--- config.mk ---
export PLATFORM = sky130hd
export DESIGN_NAME = quadrature_encoder_emulator
export DESIGN_NICKNAME = d
export VERILOG_FILES = /design/src/rtl/motor_pkg.sv /design/src/rtl/enc_step_timer.sv /design/src/rtl/quadrature_encoder_emulator.sv
export SDC_FILE = /design/constraint.sdc
export NUM_CORES = 1
export LEC_CHECK = 0
export CAP_MARGIN = 30
export CORE_AREA = 2 2 85 66
export DETAILED_ROUTE_END_ITERATION = 8
export DIE_AREA = 0 0 87 68
export DONT_BUFFER_PORTS = 1
export GPL_ROUTABILITY_DRIVEN = 0
export GPL_TIMING_DRIVEN = 0
export SYNTH_ARGS = -nofsm -noshare
export SYNTH_HDL_FRONTEND = slang
export SYNTH_SLANG_ARGS = --single-unit
export TNS_END_PERCENT = 1
--- constraint.sdc ---
create_clock -name i_clk -period 4.18 [get_ports i_clk]
set_input_delay 0.836 -clock i_clk [delete_from_list [all_inputs] [get_ports i_clk]]
set_output_delay 0.836 -clock i_clk [all_outputs]
set_load 0.01 [all_outputs]
--- src/rtl/motor_pkg.sv ---
// Shared quadrature definitions for the encoder emulator and encoder reader.
// quad_state_t encodes {A,B} directly, so a state can be split straight onto the pins.
package motor_pkg;

    typedef enum logic [1:0] {
        Q_00 = 2'b00,
        Q_10 = 2'b10,
        Q_11 = 2'b11,
        Q_01 = 2'b01
    } quad_state_t;

    localparam logic DIR_FWD = 1'b0;
    localparam logic DIR_REV = 1'b1;

    // Gray sequence: adjacent positions differ in exactly one of A/B.
    function automatic quad_state_t pos_to_quad(input logic [1:0] pos);
        quad_state_t q;
        case (pos)
            2'd0:    q = Q_00;
            2'd1:    q = Q_10;
            2'd2:    q = Q_11;
            default: q = Q_01;
        endcase
        return q;
    endfunction

endpackage

--- src/rtl/enc_step_timer.sv ---
// Step-period down-counter: ticks once every i_period cycles while enabled.
// The tick is combinational on the cycle the counter sits at zero.
module enc_step_timer #(
    parameter int K_PERIOD_RES = 16
) (
    input  logic                    i_clk,
    input  logic                    i_rst,
    input  logic                    i_enable,
    input  logic                    i_load,
    input  logic [K_PERIOD_RES-1:0] i_period,
    output logic                    o_tick
);

    localparam logic [K_PERIOD_RES-1:0] CNT_ONE = K_PERIOD_RES'(1);

    logic [K_PERIOD_RES-1:0] count_q, count_d;
    logic [K_PERIOD_RES-1:0] reload;
    logic                    period_zero;

    always_comb begin
        period_zero = (i_period == '0);
        reload      = period_zero ? '0 : (i_period - CNT_ONE);
        o_tick      = i_enable && !period_zero && (count_q == '0);
        count_d     = count_q;
        // A load restarts the period even though its coincident step is dropped upstream.
        if (i_load) begin
            count_d = reload;
        end else if (!i_enable || period_zero) begin
            count_d = '0;
        end else if (count_q == '0) begin
            count_d = reload;
        end else begin
            count_d = count_q - CNT_ONE;
        end
    end

    always_ff @(posedge i_clk) begin
        if (i_rst) begin
            count_q <= '0;
        end else begin
            count_q <= count_d;
        end
    end

endmodule

--- src/rtl/quadrature_encoder_emulator.sv ---
// Quadrature encoder emulator: turns a step period and direction into A/B/I,
// tracking absolute position modulo K_CPR with one index state per revolution.
module quadrature_encoder_emulator
    import motor_pkg::*;
#(
    parameter  int K_PERIOD_RES = 16,
    parameter  int K_CPR        = 1024,
    localparam int K_POS_W      = $clog2(K_CPR)
) (
    input  logic                    i_clk,
    input  logic                    i_rst,
    input  logic                    i_enable,
    input  logic                    i_direction,
    input  logic [K_PERIOD_RES-1:0] i_period,
    input  logic                    i_index_en,
    input  logic                    i_load,
    input  logic [K_POS_W-1:0]      i_load_pos,
    output logic                    o_enc_a,
    output logic                    o_enc_b,
    output logic                    o_enc_i,
    output logic [K_POS_W-1:0]      o_position,
    output logic                    o_step
);

    localparam logic [K_POS_W-1:0] POS_ONE = K_POS_W'(1);

    logic               tick;
    logic [K_POS_W-1:0] pos_q, pos_d;
    logic               a_q, a_d, b_q, b_d;
    logic               idx_q, idx_d;
    logic               step_q, step_d;
    quad_state_t        quad;

    enc_step_timer #(
        .K_PERIOD_RES(K_PERIOD_RES)
    ) u_timer (
        .i_clk    (i_clk),
        .i_rst    (i_rst),
        .i_enable (i_enable),
        .i_load   (i_load),
        .i_period (i_period),
        .o_tick   (tick)
    );

    // K_CPR is a power of two, so plain wrap-around arithmetic gives the modulo.
    always_comb begin
        step_d = tick && !i_load;
        pos_d  = pos_q;
        if (i_load) begin
            pos_d = i_load_pos;
        end else if (step_d) begin
            pos_d = (i_direction == DIR_REV) ? (pos_q - POS_ONE) : (pos_q + POS_ONE);
        end
        quad       = pos_to_quad(pos_d[1:0]);
        {a_d, b_d} = quad;
        idx_d      = idx_q;
        if (i_enable || i_load) begin
            idx_d = i_index_en && (pos_d == '0);
        end
    end

    always_ff @(posedge i_clk) begin
        if (i_rst) begin
            pos_q  <= '0;
            a_q    <= 1'b0;
            b_q    <= 1'b0;
            idx_q  <= 1'b0;
            step_q <= 1'b0;
        end else begin
            pos_q  <= pos_d;
            a_q    <= a_d;
            b_q    <= b_d;
            idx_q  <= idx_d;
            step_q <= step_d;
        end
    end

    assign o_enc_a    = a_q;
    assign o_enc_b    = b_q;
    assign o_enc_i    = idx_q;
    assign o_position = pos_q;
    assign o_step     = step_q;

endmodule

==> results.py <==
metrics = {
    "layout": {
        "area_delta_synth_final_pct": 7.613,
        "diodes": 0,
        "design_area_um2": 2494,
        "layout.area.seq_um2": 600.6,
        "fillCellCount": 522,
        "final_util_pct": 48.41,
        "multiInputGateArea_um2": 1595,
        "final_nets": 350,
        "drive_above_1_share_pct": 8.882,
    },
    "route": {
        "drt_iter0_markers": 121,
        "via_per_inst": 5.883,
        "wl_per_cell_um": 17.04,
        "wirelength_um": 6237,
        "drc_errors": 0,
        "vias": 2153,
        "drt_first_pass_iters": 4,
        "drtAntennaViolNets": 0,
    },
    "sta": {
        "finalHoldViolCount": 0,
        "rsz0062_at_grt": "no",
        "fin_skew_ps": 9.830,
        "fmax_mhz": 261.4,
        "setup_slack_ps": 355.1,
        "finalCriticalPeriod_ps": 3825,
        "fin_tns_setup_ps": 0,
        "tightest_slew_ps": 599.9,
        "fin_crit_sh_pct": 91.51,
        "setup_viol": 0,
        "finalMaxSlewViolations": 0,
        "max-slew-margin-rel_pct": 59.64,
    },
    "worst_setup_path": {
        "r2r_slack_ps": 950,
        "rr_endpoint": "o_enc_i$_SDFFE_PP0P_",
        "cp-end-kind": "flop",
        "worstRegToRegCells": 14,
        "crit_path_end": "o_enc_i$_SDFFE_PP0P_",
        "path_max_fanout": 10,
        "reg2reg_from": "u_timer.count_q[6]$_SDFF_PP0_",
        "crit_type": "in2reg",
        "cp-startpoint": "i_period[0]",
        "crit_required_ps": 4400,
        "worstPathArrival_ps": 4050,
        "critPathLaunchType": "primary input",
    },
    "placed_design": {
        "hpwl_um": 4768,
        "dp_slack_ps": -48.37,
        "portBuffers": 0,
        "dpl_cell_area_um2": 2395,
    },
    "logic_synthesis": {
        "synth_fa_ha_area_share_pct": 8.423,
        "synth_compound_area_share_pct": 18.25,
        "synthMuxAreaShare_pct": 1.350,
        "synth_area_leader_cell": "dfxtp_1",
        "post-synth-top-count-cell": "nor2_1",
        "syn_inst": 296,
        "synth_top_family_by_area": "simple AND/OR/NAND/NOR gates",
        "synth_xor_area_share_pct": 12.47,
        "async_reset_ff_share_pct": 0,
        "synthTopCellsByCount": "47 x nor2_1, 30 x dfxtp_1, 24 x a21oi_1",
        "ys_warn_count": 0,
        "syn-cell-area_um2": 2317,
        "synth_cell_type_count": 49,
        "synth_top_area_share_pct": 25.92,
        "synthTopCellsByArea": "dfxtp_1 26%, nor2_1 7.6%, ha_1 7.6%",
        "postSynthAreaPerCell_um2": 7.828,
        "ys.flop_type": "dfxtp_1",
        "synth_nets": 343,
        "synth_seq_cells": 30,
        "synth_edf_count": 0,
        "yosys.area_share.simple_pct": 28.19,
        "yosysSeqAreaShare_pct": 25.92,
    },
    "die": {
        "die_x_um": 87,
        "core_area_um2": 5151,
        "start_util_pct": 44.98,
        "rows": 23,
        "dieHeight_um": 68,
        "io_pins": 46,
        "die_area_um2": 5916,
    },
    "clock_tree": {
        "post-cts-setup-buffer-count": 0,
        "clock-sinks": 30,
        "cts_tree": "done",
        "clk_latency_ps": 290,
        "clockBufferDepth": 2,
        "htree_num_levels": 2,
        "numCtsBuffers": 5,
        "cts_root_buffer": "clkbuf_8",
        "clk_pin_slew_ps": 70,
        "cts_hold_buf": 0,
        "cts_resized": 0,
    },
    "power": {
        "ir_drop_mv": 0.1949,
        "leakage_nw": 0.9565,
        "power.total_mw": 0.8333,
        "power_density_nw_per_um2": 334.2,
    },
    "grt": {
        "grt.total_usage_pct": 22.41,
        "grt_pass1_wl_um": 10170,
        "grt_antenna_before_repair": 0,
        "grt_pass1_vias": 2020,
        "grt_max_degree": 11,
        "grt_overflow": 0,
    },
    "hold_path": {
        "hold_start": "u_timer.count_q[0]$_SDFF_PP0_",
        "hold_class": "reg2reg",
    },
    "flow_run": {
        "cap_violations": 0,
    },
    "status": {
        "status": "completed",
    },
}
-- report_power, final --
group	internal [mW]	switching (mW)	leakage (nW)
sequential	0.309	0.0264	0.247
clock	0.132	0.121	0.0472
combinational	0.107	0.138	0.662
total	0.548	0.285	0.957
-- how the worst min path moves through the flow --
stage                                           to  cells after the start
finish               u_timer.count_q[0]$_SDFF_PP0_                      3
global route        u_timer.count_q[13]$_SDFF_PP0_                      2
CTS                 u_timer.count_q[13]$_SDFF_PP0_                      2
detailed placement   u_timer.count_q[0]$_SDFF_PP0_                      3
global placement     u_timer.count_q[0]$_SDFF_PP0_                      3
floorplan            u_timer.count_q[0]$_SDFF_PP0_                      3
-- final cells by class --
type,instances,share of cell area [%]
Tap cell,62,3.111
Inverter,10,1.505
Clock buffer,6,3.312
Sequential cell,30,24.08
Buffer,12,3.512
Clock inverter,2,0.5018
Multi-Input combinational cell,244,63.97
-- registers in the layout (all words and copies together), names as in the netlist --
name,count
o_enc_a,1
o_enc_b,1
o_step,1
o_position,10
o_enc_i,1
u_timer.count_q,16
-- logic make-up after synthesis --
| group | after synthesis |
|---|---|
| flops | 30 |
| buf+inv | 22 |
| mux | 3 |
| fa+ha+maj | 15 |
| simple gates | 128 |
| compound gates | 65 |
| xor+xnor | 33 |
-- per-layer routing --
layer	vias to the layer above	part of all wire (%)	GRT usage, %
met5	-	0	0
met4	0	0.82	5.078
met1	985	50	33.31
met3	7	8.8	5.911
li1	1082	-	-
met2	79	41	32.06
-- critical path: stages --
cell,delay [ps]
inv_1,50
ha_1,250
or4b_1,500
or4_4,550
o211ai_1,280
buf_6,190
xnor2_1,120
nor2_1,60
a21oi_2,180
ha_1,190
o211ai_1,90
nor2_1,80
and3_1,150
and4_1,230
o2111ai_1,120
o22ai_1,150
-- placed cells by master (no fill, tap or decap), types with 2 or more instances in the layout --
cell and count:
mux2i_1 2, a22oi_1 4, or2_2 2, nor2_1 47, o21ai_0 9, nor2b_1 7
nand2b_1 3, buf_6 3, or3_1 6, a21o_1 2, xor2_1 16, or4b_1 2
clkbuf_8 6, nor4_1 9, a211oi_1 7, o211ai_1 2, or4_1 5, nand2_1 18
o2111ai_1 2, xnor2_1 17, buf_4 2, or3b_2 2, and2b_1 2, o22a_1 4
clkbuf_1 4, a21oi_1 23, nor3_1 14, o22ai_1 2, inv_1 10, ha_1 14
o31a_2 2, and3_1 2, dfxtp_1 30, nand3_1 5
-- per-stage QoR --
| stage | hold WS (ps) | std cells |
|---|---|---|
| floorplan | 540.7 | 296 |
| global placement | 576.8 | 358 |
| detailed placement | 586.5 | 358 |
| CTS | 602.9 | 366 |
| global route | 658.8 | 366 |
| finish | 600.6 | 366 |
Note: power is estimated with default switching activity, not from simulation.
